--- config.mk ---
export PLATFORM = sky130hd
export DESIGN_NAME = strobe_gen
export DESIGN_NICKNAME = d
export VERILOG_FILES = /design/src/rtl/strobe_gen_pkg.sv /design/src/rtl/strobe_gen_phase.sv /design/src/rtl/strobe_gen.sv
export SDC_FILE = /design/constraint.sdc
export NUM_CORES = 1
export LEC_CHECK = 0
export CAP_MARGIN = 30
export CORE_MARGIN = 8
export CORE_UTILIZATION = 60
export DETAILED_ROUTE_END_ITERATION = 10
export HOLD_SLACK_MARGIN = 0.05
export PLACE_DENSITY_LB_ADDON = 0.2
export SLEW_MARGIN = 0
export SYNTH_ARGS = -nofsm -noshare
export SYNTH_HDL_FRONTEND = slang
export SYNTH_SLANG_ARGS = --single-unit
--- constraint.sdc ---
create_clock -name clk_i -period 8.6 [get_ports clk_i]
set_input_delay 0.86 -clock clk_i [delete_from_list [all_inputs] [get_ports clk_i]]
set_output_delay 0.86 -clock clk_i [all_outputs]
set_load 0.02 [all_outputs]
--- src/rtl/strobe_gen_pkg.sv ---
// strobe_gen_pkg: shared state encoding and default widths for strobe_gen
package strobe_gen_pkg;
  typedef enum logic {ST_IDLE = 1'b0, ST_RUN = 1'b1} state_t;
  localparam int PWIDTH_DEF = 16;
  localparam int BWIDTH_DEF = 8;
endpackage

--- src/rtl/strobe_gen_phase.sv ---
// strobe_gen_phase: period phase counter; clr restarts at phase 0 in the same cycle, wrap flags phase == last
module strobe_gen_phase
  import strobe_gen_pkg::*;
#(
  parameter int PWIDTH = PWIDTH_DEF
) (
  input  logic              clk_i,
  input  logic              rst_i,
  input  logic              clr,
  input  logic              en,
  input  logic [PWIDTH-1:0] last,
  output logic              wrap
);
  logic [PWIDTH-1:0] cnt;
  logic [PWIDTH-1:0] cur;
  assign cur  = clr ? '0 : cnt;
  assign wrap = (clr || en) && cur == last;
  always_ff @(posedge clk_i) begin
    if (rst_i) cnt <= '0;
    else if (clr || en) cnt <= wrap ? '0 : cur + 1'b1;
  end
endmodule

--- src/rtl/strobe_gen.sv ---
// strobe_gen: periodic one-cycle strobe generator with optional burst length (burst mode under STROBE_GEN_BURST_EN)
module strobe_gen
  import strobe_gen_pkg::*;
#(
  parameter int PWIDTH = PWIDTH_DEF,
  parameter int BWIDTH = BWIDTH_DEF
) (
  input  logic              clk_i,
  input  logic              rst_i,
  input  logic              start_i,
  input  logic              stop_i,
  input  logic [PWIDTH-1:0] period_i,
  input  logic [BWIDTH-1:0] burst_i,
  output logic              stb_o,
  output logic              busy_o,
  output logic              done_o
);
  state_t state, state_nx;
  logic [PWIDTH-1:0] last_r, last;
  logic go, tick, wrap, fin;
  assign go     = state == ST_IDLE && start_i && !stop_i;
  assign tick   = state == ST_RUN && !stop_i && !done_o;
  assign last   = go ? ((period_i == '0) ? '0 : period_i - 1'b1) : last_r;
  assign busy_o = state == ST_RUN;
  strobe_gen_phase #(.PWIDTH(PWIDTH)) u_phase (
    .clk_i(clk_i),
    .rst_i(rst_i),
    .clr  (go),
    .en   (tick),
    .last (last),
    .wrap (wrap)
  );
`ifdef STROBE_GEN_BURST_EN
  logic [BWIDTH-1:0] b_r, n, b_cur, n_cur;
  assign b_cur = go ? burst_i : b_r;
  assign n_cur = go ? '0 : n;
  assign fin   = wrap && b_cur != '0 && n_cur == b_cur - 1'b1;
  // strobe count saturates so continuous runs never alias a completion
  always_ff @(posedge clk_i) begin
    if (rst_i) begin
      b_r <= '0;
      n   <= '0;
    end else if (go || wrap) begin
      b_r <= b_cur;
      n   <= (wrap && !(&n_cur)) ? n_cur + 1'b1 : n_cur;
    end
  end
`else
  logic unused_burst;
  assign unused_burst = ^burst_i;
  assign fin = 1'b0;
`endif
  always_comb begin
    state_nx = state;
    state_nx = go ? ST_RUN : (state == ST_RUN && (stop_i || done_o)) ? ST_IDLE : state;
  end
  always_ff @(posedge clk_i) begin
    if (rst_i) begin
      state  <= ST_IDLE;
      last_r <= '0;
      stb_o  <= 1'b0;
      done_o <= 1'b0;
    end else begin
      state  <= state_nx;
      if (go) last_r <= last;
      stb_o  <= wrap;
      done_o <= fin;
    end
  end
endmodule
After elaboration in Yosys (flattened, before gate mapping) --
Index checks and enable logic that the tools add are counted.
Cells by class: div/mod/pow operators 0, magnitude comparators 0, reductions and logical operators 9, bitwise gates (word level) 1, shift operators 0, multiplexer cells 6, add/subtract/negate cells 2, multiply operators 0, equal/unequal tests 1
Operator list (number):
- $mux W16 | 4
- $add A16 B1 Y16 const B | 1
- $eq A16 B16 Y1 | 1
- $logic_not A16 Y1 | 1
- $sub A16 B1 Y16 const B | 1
- $logic_and A1 B1 Y1 | 5
- $mux W1 | 2
- $reduce_bool A2 Y1 | 1
- $logic_not A1 Y1 | 1
- $logic_or A1 B1 Y1 | 1
- $not A1 Y1 | 1
Storage, ports and cells: memory bits (writable) 0, memories kept 0, bits in read-only memories 0, output and inout port bits 3, bits in registers 34, input port bits 28, bits in latches 0

Longest topological paths before layout --
Gate-level depths: netlist of the first run.
depth after elaboration 7, gate-level depth with buffers 14, depth with buffers taken out 11

By module --
A second synthesis of the first run with hierarchy kept.
Unflattened totals: cell total of the unflattened synthesis 318, area total of the unflattened synthesis 2489.9 um^2
By module, submodules not included:
- strobe_gen_phase | cells each 191, seq. area each 320.3 um^2, area an instance 1416.4 um^2, instances 1
- strobe_gen | cells each 127, seq. area each 360.3 um^2, area an instance 1073.5 um^2, instances 1

Least setup slack after synthesis of the first run --
OpenSTA, ideal clock, no wires.
kind input to register, start input port start_i, end register u_phase.cnt[14], required time 8.478 ns, setup time 0.122 ns, stages on the path 14, data arrival time 3.263 ns, path slack 5.215 ns, path through or3b_2 > clkbuf_1 > clkbuf_1 > buf_1 > and2_1 > ha_1 > nand3_1 > nor2_1 > nand4_1 > nor2_1 > and3_1 > inv_1 > a31oi_1 > mux2i_1
Between the ends: cells in the longest elaborated chain, start to end 6
RTL lines:
- start, declared | line strobe_gen.sv:10 | input logic start_i,
- $logic_and A1 B1 Y1 * (2 in series) | line strobe_gen.sv:21 | assign go = state == ST_IDLE && start_i && !stop_i;
- parallel branches: the longest is 4 deep, another holds $add A16 B1 Y16
- end signal, assigned | line strobe_gen_phase.sv:20 | else if (clr || en) cnt <= wrap ? '0 : cur + 1'b1;
- end, declared | line strobe_gen_phase.sv:14 | logic [PWIDTH-1:0] cnt;
Mark *: on every way between the ends. A chain may end at the register's enable or synchronous reset.

Worst setup path in the final report of the first run --
start input port stop_i, end register u_phase.cnt[15]
Between the ends: cells in the longest elaborated chain, start to end 6
RTL lines:
- start, declared | line strobe_gen.sv:11 | input logic stop_i,
- $logic_not A1 Y1 * | line strobe_gen.sv:21, strobe_gen.sv:22
- parallel branches: the longest is 5 deep, another holds $add A16 B1 Y16
Marked as above.

==> results of run 1 <==
==> layout make-up <==
class	count	area [um^2]	share of cell area
clock buffer	7	86.33	0.03262
clock inverter	1	5.005	0.001891
inverter	19	71.32	0.02695
multi-input combinational	233	1523	0.5754
sequential	34	680.7	0.2572
tap	50	62.56	0.02364
timing repair buffer	22	217.7	0.08227
==> cells by family after synthesis <==
group / share of synthesized area
and+or+nand+nor: 0.3177
AOI/OAI and AO/OA: 0.2259
buffers and inverters: 0.07283
DFF: 0.2871
xor gates and xnor gates: 0.06280
muxes: 0.02164
adders and majority gates: 0.01055
other: 0.001582
==> synthesized netlist by cell type (all sizes together), types with 2 or more instances <==
| cell | instances | area [um^2] |
|---|---|---|
| and2 | 6 | 37.54 |
| o211ai | 3 | 22.52 |
| buf | 7 | 63.81 |
| nand4 | 9 | 56.30 |
| or3 | 3 | 23.77 |
| xnor2 | 9 | 78.83 |
| o2111ai | 2 | 23.77 |
| nand4b | 2 | 17.52 |
| nor4 | 7 | 65.06 |
| or4b | 2 | 20.02 |
| or2 | 2 | 12.51 |
| or4 | 4 | 33.78 |
| nor2 | 41 | 156.4 |
| nor3 | 10 | 50.05 |
| nand2b | 4 | 25.02 |
| clkbuf | 10 | 37.54 |
| dfxtp | 34 | 680.7 |
| nand2 | 20 | 77.58 |
| o41ai | 2 | 17.52 |
| nand3 | 9 | 55.05 |
| ha | 2 | 25.02 |
| mux2i | 4 | 40.04 |
| a211oi | 4 | 30.03 |
| a22oi | 8 | 60.06 |
| o211a | 3 | 30.03 |
| a31oi | 10 | 62.56 |
| o21ai | 13 | 65.06 |
| nor3b | 3 | 22.52 |
| o21bai | 2 | 15.01 |
| o311ai | 2 | 25.03 |
| a21oi | 12 | 71.32 |
| a41oi | 6 | 52.55 |
| and3 | 6 | 37.54 |
| nand3b | 2 | 15.01 |
| inv | 19 | 71.32 |
| xor2 | 8 | 70.07 |
| nor4b | 2 | 32.53 |
==> sequential cells by signal, summed over array words and instances, names as in the netlist <==
signal,cells
busy_o,1
last_r,16
stb_o,1
u_phase.cnt,16
==> placed cells by master (no fill, tap or decap), drive strengths merged, types with 3 or more instances in the layout <==
cell type / count
nor2: 41
dfxtp: 34
clkdlybuf4s50: 21
nand2: 20
inv: 19
o21ai: 13
a21oi: 12
nor3: 10
a31oi: 10
nand4: 9
xnor2: 9
nand3: 9
a22oi: 8
xor2: 8
clkbuf: 7
nor4: 7
and2: 6
and3: 6
a41oi: 6
mux2i: 4
nand2b: 4
a211oi: 4
or4: 4
o211a: 3
o211ai: 3
nor3b: 3
or3: 3
==> metrics by stage <==
| stage | hold slack [ps] | total power [mW] |
|---|---|---|
| 6_report | 480.6 | 0.3550 |
| 5_1_grt | 489.8 | 0.3686 |
| 4_1_cts | 476.4 | 0.3554 |
| 3_5_place_dp | 466.8 | 0.2325 |
| 3_3_place_gp | 465.0 | 0.2320 |
| 2_1_floorplan | 444.3 | 0.2114 |
==> worst max path at each step <==
stage                                  to    start  slack (ps)
after floorplan           u_phase.cnt[14]  start_i        5210
after global placement    u_phase.cnt[15]   stop_i        4070
after detailed placement  u_phase.cnt[15]   stop_i        4090
after CTS                 u_phase.cnt[15]   stop_i        4360
after global routing      u_phase.cnt[15]   stop_i        4090
final                     u_phase.cnt[15]   stop_i        4300
==> power breakdown <==
group	switching [mW]	internal [mW]	total [mW]
combinational	0.0359	0.0274	0.0633
sequential	0.00401	0.162	0.166
clock	0.0606	0.0646	0.125
total	0.100	0.254	0.355
==> per-layer routing <==
layer / up-vias / global-route usage
li1: 1139 / -
met1: 1011 / 0.2436
met2: 73 / 0.3173
met3: 7 / 0.04740
met4: 0 / 0.07407
met5: - / 0
==> critical path: cells and delay by family <==
family | cells | cell delay [ps]
AO/OA/AOI/OAI | 5 | 2020
AND/OR/NAND/NOR | 2 | 1070
buffers and inverters | 1 | 550
==> load_flow_metrics.sql, run 1 <==
INSERT INTO impl_metrics (metric_group, metric, value, unit) VALUES
('clock_network', 'cts_buffer_depth', '2', ''),
('yosys', 'number_of_distinct_library_cells_after_synthesis', '63', ''),
('clock_network', 'path_clk_slew', '70', 'ps'),
('drt', 'antenna_violating_nets_post_route', '0', ''),
('drt', 'detailed_route_wire_length_per_cell', '15.64', 'um'),
('floorplan', 'initial_core_util', '0.6058', ''),
('global_routing', 'pin_count_of_the_biggest_net_entering_global_routing', '33', ''),
('flow_run', 'max_cap_violations', '0', ''),
('placed_design', 'placedInstanceArea', '0.002555', 'mm^2'),
('worst_hold_path', 'hold_path_startpoint', 'last_r[6]', ''),
('placed_design', 'gpl.final_weighted_congestion', '0.8549', ''),
('sta', 'timing.final.crit_share', '0.4999', ''),
('placed_design', 'io_buffer_count', '21', ''),
('drt', 'wl_met2', '2710', 'um'),
('placed_design', 'dpl_worst_slack', '4088', 'ps'),
('yosys', 'ys_warn_count', '0', ''),
('drt', 'dr.first_iter.drc_count', '224', ''),
('sta', 'final.setup_skew', '8.876', 'ps'),
('outcome', 'status', 'finished clean', ''),
('clock_network', 'clockRootBuffer', 'sky130_fd_sc_hd__clkbuf_8', ''),
('global_routing', 'grt.total_usage', '0.1952', ''),
('yosys', 'ys_seq_elements', '34', ''),
('sta', 'unrepaired_setup_endpoints_after_global_routing', 'no', ''),
('yosys', 'syn_area', '0.002371', 'mm^2'),
('global_routing', 'grt_pass1_wl', '9936', 'um'),
('placed_design', 'dpl.cell_count', '358', ''),
('yosys', 'post_synthesis_sequential_area_ratio', '0.2871', ''),
('floorplan', 'floorplan.die.width', '78.86', 'um'),
('setup_path', 'worstPathCellList', 'clkdlybuf4s50_1 -> or3b_2 -> a21oi_1 -> a22oi_1 -> o211a_1 -> o2111ai_2 -> nand2_1 -> o311ai_1', ''),
('finish', 'final_area', '0.002646', 'mm^2'),
('sta', 'worst_slew_pin_slew', '975.3', 'ps'),
('drt', 'route.layer.met1.wl', '2592', 'um'),
('finish', 'filler_cell_count', '359', ''),
('clock_network', 'clkSinkCount', '34', ''),
('clock_network', 'cts_repair_resize_count', '0', ''),
('finish', 'drive_gt1_frac', '0.09177', ''),
('global_routing', 'first_global_vias', '2117', ''),
('sta', 'slew_headroom', '0.3498', ''),
('worst_hold_path', 'hold-path-cell-count', '2', ''),
('clock_network', 'cts_inserted_buffers', '5', ''),
('setup_path', 'timing.rr.start', 'busy_o', ''),
('finish', 'layout.cells.non_filler', '366', ''),
('setup_path', 'critPathCaptureType', 'register', ''),
('pwr', 'static-leakage-power', '0.9177', 'nW'),
('finish', 'synthToLayoutAreaGrowth', '11.61', '%'),
('setup_path', 'timing.rr.end', 'u_phase.cnt[15]', ''),
('yosys', 'synth.net_count', '333', ''),
('setup_path', 'worst-setup-path-type', 'in2reg', ''),
('setup_path', 'start_kind', 'input port', ''),
('placed_design', 'dp.final_hpwl', '4180', 'um'),
('sta', 'post-route-worst-setup-slack', '4301', 'ps'),
('setup_path', 'cp.required', '8810', 'ps'),
('sta', 'final_hold_viols', '0', ''),
('global_routing', 'antenna_found_initial', '0', ''),
('global_routing', 'grt_overflow_total', '0', ''),
('floorplan', 'chipHeight', '78.86', 'um'),
('sta', 'final.min_clock_period', '4299', 'ps'),
('yosys', 'ys.flop_type', 'sky130_fd_sc_hd__dfxtp_1', ''),
('clock_network', 'tritoncts_clock_tree', 'done', ''),
('pwr', 'max-vdd-ir-drop', '0.06775', 'mV'),
('yosys', 'post_synth_inst_count', '303', ''),
('floorplan', 'std_cell_rows', '23', ''),
('yosys', 'async_reset_ff_frac', '0', ''),
('drt', 'post-route-drc-count', '0', ''),
('drt', 'highest_layer', 'met4', ''),
('clock_network', 'post_cts_setup_bufs', '0', ''),
('drt', 'number_of_detailed_route_iterations_in_the_first_pass', '5', ''),
('sta', 'achievable-frequency', '232.6', 'MHz'),
('finish', 'antenna-diode-count', '0', ''),
('pwr', 'power-per-cell-area', '134.1', 'mW/mm^2'),
('clock_network', 'clock_tree.htree_level_count', '2', '');
(Power assumes the default switching activity.)
==> run 2: changes to the inputs <==
--- a/config.mk
+++ b/config.mk
@@ -7,7 +7,7 @@
 export LEC_CHECK = 0
 export CAP_MARGIN = 30
 export CORE_MARGIN = 8
-export CORE_UTILIZATION = 60
+export CORE_UTILIZATION = 50
 export DETAILED_ROUTE_END_ITERATION = 10
 export HOLD_SLACK_MARGIN = 0.05
 export PLACE_DENSITY_LB_ADDON = 0.2
==> constraint.sdc (replaced) <==
create_clock -name clk_i -period 3.75 [get_ports clk_i]
set_input_delay 0.375 -clock clk_i [delete_from_list [all_inputs] [get_ports clk_i]]
set_output_delay 0.375 -clock clk_i [all_outputs]
set_load 0.02 [all_outputs]
==> load_flow_metrics.sql, run 2 (same netlist as run 1, synthesis figures left out) <==
INSERT INTO impl_metrics (metric_group, metric, value, unit) VALUES
('sta', 'timing.final.crit_share', '0.8600', ''),
('placed_design', 'dpl.cell_count', '376', ''),
('floorplan', 'initial_core_util', '0.5087', ''),
('finish', 'antenna-diode-count', '0', ''),
('floorplan', 'io-pin-count', '31', ''),
('clock_network', 'clock_tree.htree_level_count', '2', ''),
('setup_path', 'crit_path_start', 'period_i[5]', ''),
('global_routing', 'pin_count_of_the_biggest_net_entering_global_routing', '22', ''),
('setup_path', 'worst-setup-path-type', 'in2reg', ''),
('drt', 'detailed_route_wire_length_per_cell', '16.08', 'um'),
('setup_path', 'cp.required', '3920', 'ps'),
('floorplan', 'die-area', '0.007201', 'mm^2'),
('pwr', 'static-leakage-power', '0.9834', 'nW'),
('clock_network', 'path_clk_slew', '70', 'ps'),
('sta', 'worst_slew_pin_slew', '776.9', 'ps'),
('global_routing', 'grt_pass1_wl', '10530', 'um'),
('drt', 'routed_wl', '6175', 'um'),
('placed_design', 'gpl.final_weighted_congestion', '0.8479', ''),
('finish', 'synthToLayoutAreaGrowth', '16.25', '%'),
('finish', 'final_area', '0.002756', 'mm^2'),
('sta', 'final.min_clock_period', '3225', 'ps'),
('clock_network', 'cts_buffer_depth', '2', ''),
('setup_path', 'worstPathCellList', 'clkdlybuf4s50_1 -> or4_1 -> nor4b_4 -> a21oi_1 -> a22oi_1 -> o2111a_1 -> o2111ai_2 -> buf_4 -> a41oi_1 -> o22ai_1', ''),
('sta', 'achievable-frequency', '310.1', 'MHz'),
('drt', 'post_drt_via_cell_ratio', '6.081', ''),
('finish', 'commonest_non_fill_non_tap_cell_in_the_layout', 'sky130_fd_sc_hd__nor2_1', ''),
('finish', 'drive_gt1_frac', '0.1303', ''),
('setup_path', 'crit_path_top_delay_cell', 'sky130_fd_sc_hd__or4_1', ''),
('clock_network', 'clkSinkCount', '34', ''),
('worst_hold_path', 'min-delay-path-class', 'reg2reg', ''),
('drt', 'route.vias.total', '2335', ''),
('sta', 'final_hold_viols', '0', ''),
('finish', 'commonest_non_fill_non_tap_cells_in_the_layout', 'sky130_fd_sc_hd__nor2_1 (40), sky130_fd_sc_hd__dfxtp_1 (34), sky130_fd_sc_hd__clkdlybuf4s50_1 (21)', ''),
('global_routing', 'grt_overflow_total', '0', ''),
('clock_network', 'cts_inserted_buffers', '5', ''),
('drt', 'number_of_detailed_route_iterations_in_the_first_pass', '4', ''),
('pwr', 'max-vdd-ir-drop', '0.1322', 'mV'),
('floorplan', 'core_region_area', '0.004661', 'mm^2'),
('setup_path', 'slowest_delay', '700', 'ps'),
('sta', 'unrepaired_setup_endpoints_after_global_routing', 'no', ''),
('flow_run', 'max_cap_violations', '0', ''),
('drt', 'post-route-drc-count', '0', ''),
('setup_path', 'critPathCaptureType', 'register', ''),
('setup_path', 'worst_path_dominant_cell_family', 'compound AO/OA/AOI/OAI gates', ''),
('clock_network', 'tritoncts_clock_tree', 'done', ''),
('finish', 'layout.cells.non_filler', '384', ''),
('global_routing', 'first_global_vias', '2228', ''),
('setup_path', 'critPathBufInv', '2', ''),
('global_routing', 'grt.total_usage', '0.1782', ''),
('placed_design', 'placedInstanceArea', '0.002665', 'mm^2'),
('pwr', 'total_power', '821.7', 'uW'),
('global_routing', 'antenna_found_initial', '0', ''),
('finish', 'biggestRegsByFlops', 'last_r x16, u_phase.cnt x16', ''),
('pwr', 'power-per-cell-area', '298.1', 'mW/mm^2'),
('setup_path', 'critical_path_arrival', '3390', 'ps'),
('drt', 'antenna_violating_nets_post_route', '0', ''),
('clock_network', 'cts_repair_resize_count', '0', ''),
('sta', 'summed_negative_setup_slack_over_all_endpoints', '0', 'ps'),
('clock_network', 'post_cts_setup_bufs', '0', ''),
('floorplan', 'std_cell_rows', '25', ''),
('clock_network', 'clockRootBuffer', 'sky130_fd_sc_hd__clkbuf_8', ''),
('sta', 'setup_violations', '0', ''),
('finish', 'filler_cell_count', '443', ''),
('clock_network', 'postCtsHoldBufs', '0', ''),
('placed_design', 'io_buffer_count', '21', ''),
('clock_network', 'worst_skew_pair_latency', '290', 'ps'),
('worst_hold_path', 'hold_path_startpoint', 'last_r[6]', ''),
('placed_design', 'dp.final_hpwl', '4688', 'um'),
('drt', 'dr.first_iter.drc_count', '126', ''),
('finish', 'design.final.nets', '359', ''),
('setup_path', 'critPathMaxFanout', '13', ''),
('sta', 'report.final.slew_viol_count', '0', ''),
('sta', 'final.setup_skew', '12.38', 'ps'),
('setup_path', 'timing.rr.start', 'busy_o', ''),
('setup_path', 'start_kind', 'input port', ''),
('floorplan', 'chipHeight', '84.86', 'um'),
('outcome', 'status', 'finished clean', ''),
('floorplan', 'floorplan.die.width', '84.86', 'um'),
('sta', 'slew_headroom', '0.4810', '');
==> run 2: report_power, final <==
part	total [mW]	leakage [nW]	internal (mW)	switching [mW]
sequential	0.382	0.276	0.373	0.00963
clock	0.282	0.0482	0.148	0.134
combinational	0.157	0.659	0.0718	0.0857
==> run 2: metrics by stage <==
stage	util	hold slack, ps	setup slack, ps
2_1_floorplan	-	444.3	718.4
3_3_place_gp	0.5718	463.0	239.8
3_5_place_dp	0.5718	468.2	203.8
4_1_cts	0.5914	478.0	517.0
5_1_grt	0.5914	506.9	301.8
6_report	0.5914	474.7	525.0
==> run 2: final cells by class <==
class | instances | area, um^2 | area share
Sequential cell | 34 | 680.7 | 0.2469
Inverter | 19 | 71.32 | 0.02587
Multi-Input combinational cell | 233 | 1523 | 0.5524
Timing Repair Buffer | 36 | 322.8 | 0.1171
Tap cell | 54 | 67.56 | 0.02451
Clock buffer | 7 | 86.33 | 0.03132
Clock inverter | 1 | 5.005 | 0.001816
==> run 2: worst min-delay path, stage by stage (launching register included) <==
cell                       delay (ps)
sky130_fd_sc_hd__dfxtp_1          310
sky130_fd_sc_hd__inv_1             60
sky130_fd_sc_hd__a211oi_1          60
==> run 2: layer usage <==
metal	GRT usage	part of all wire
met4	0.07767	0.014
met2	0.2935	0.47
met1	0.2220	0.47
met3	0.03089	0.046
met5	0	0
==> run 2: final timing paths <==
| path | to | depth (start not counted) | slack, ps |
|---|---|---|---|
| setup reg to reg | u_phase.cnt[5] | 8 | 820 |
| hold / removal | last_r[6] | 2 | 470 |
| hold reg to reg | last_r[6] | 2 | 470 |
| setup / recovery | u_phase.cnt[5] | 10 | 520 |
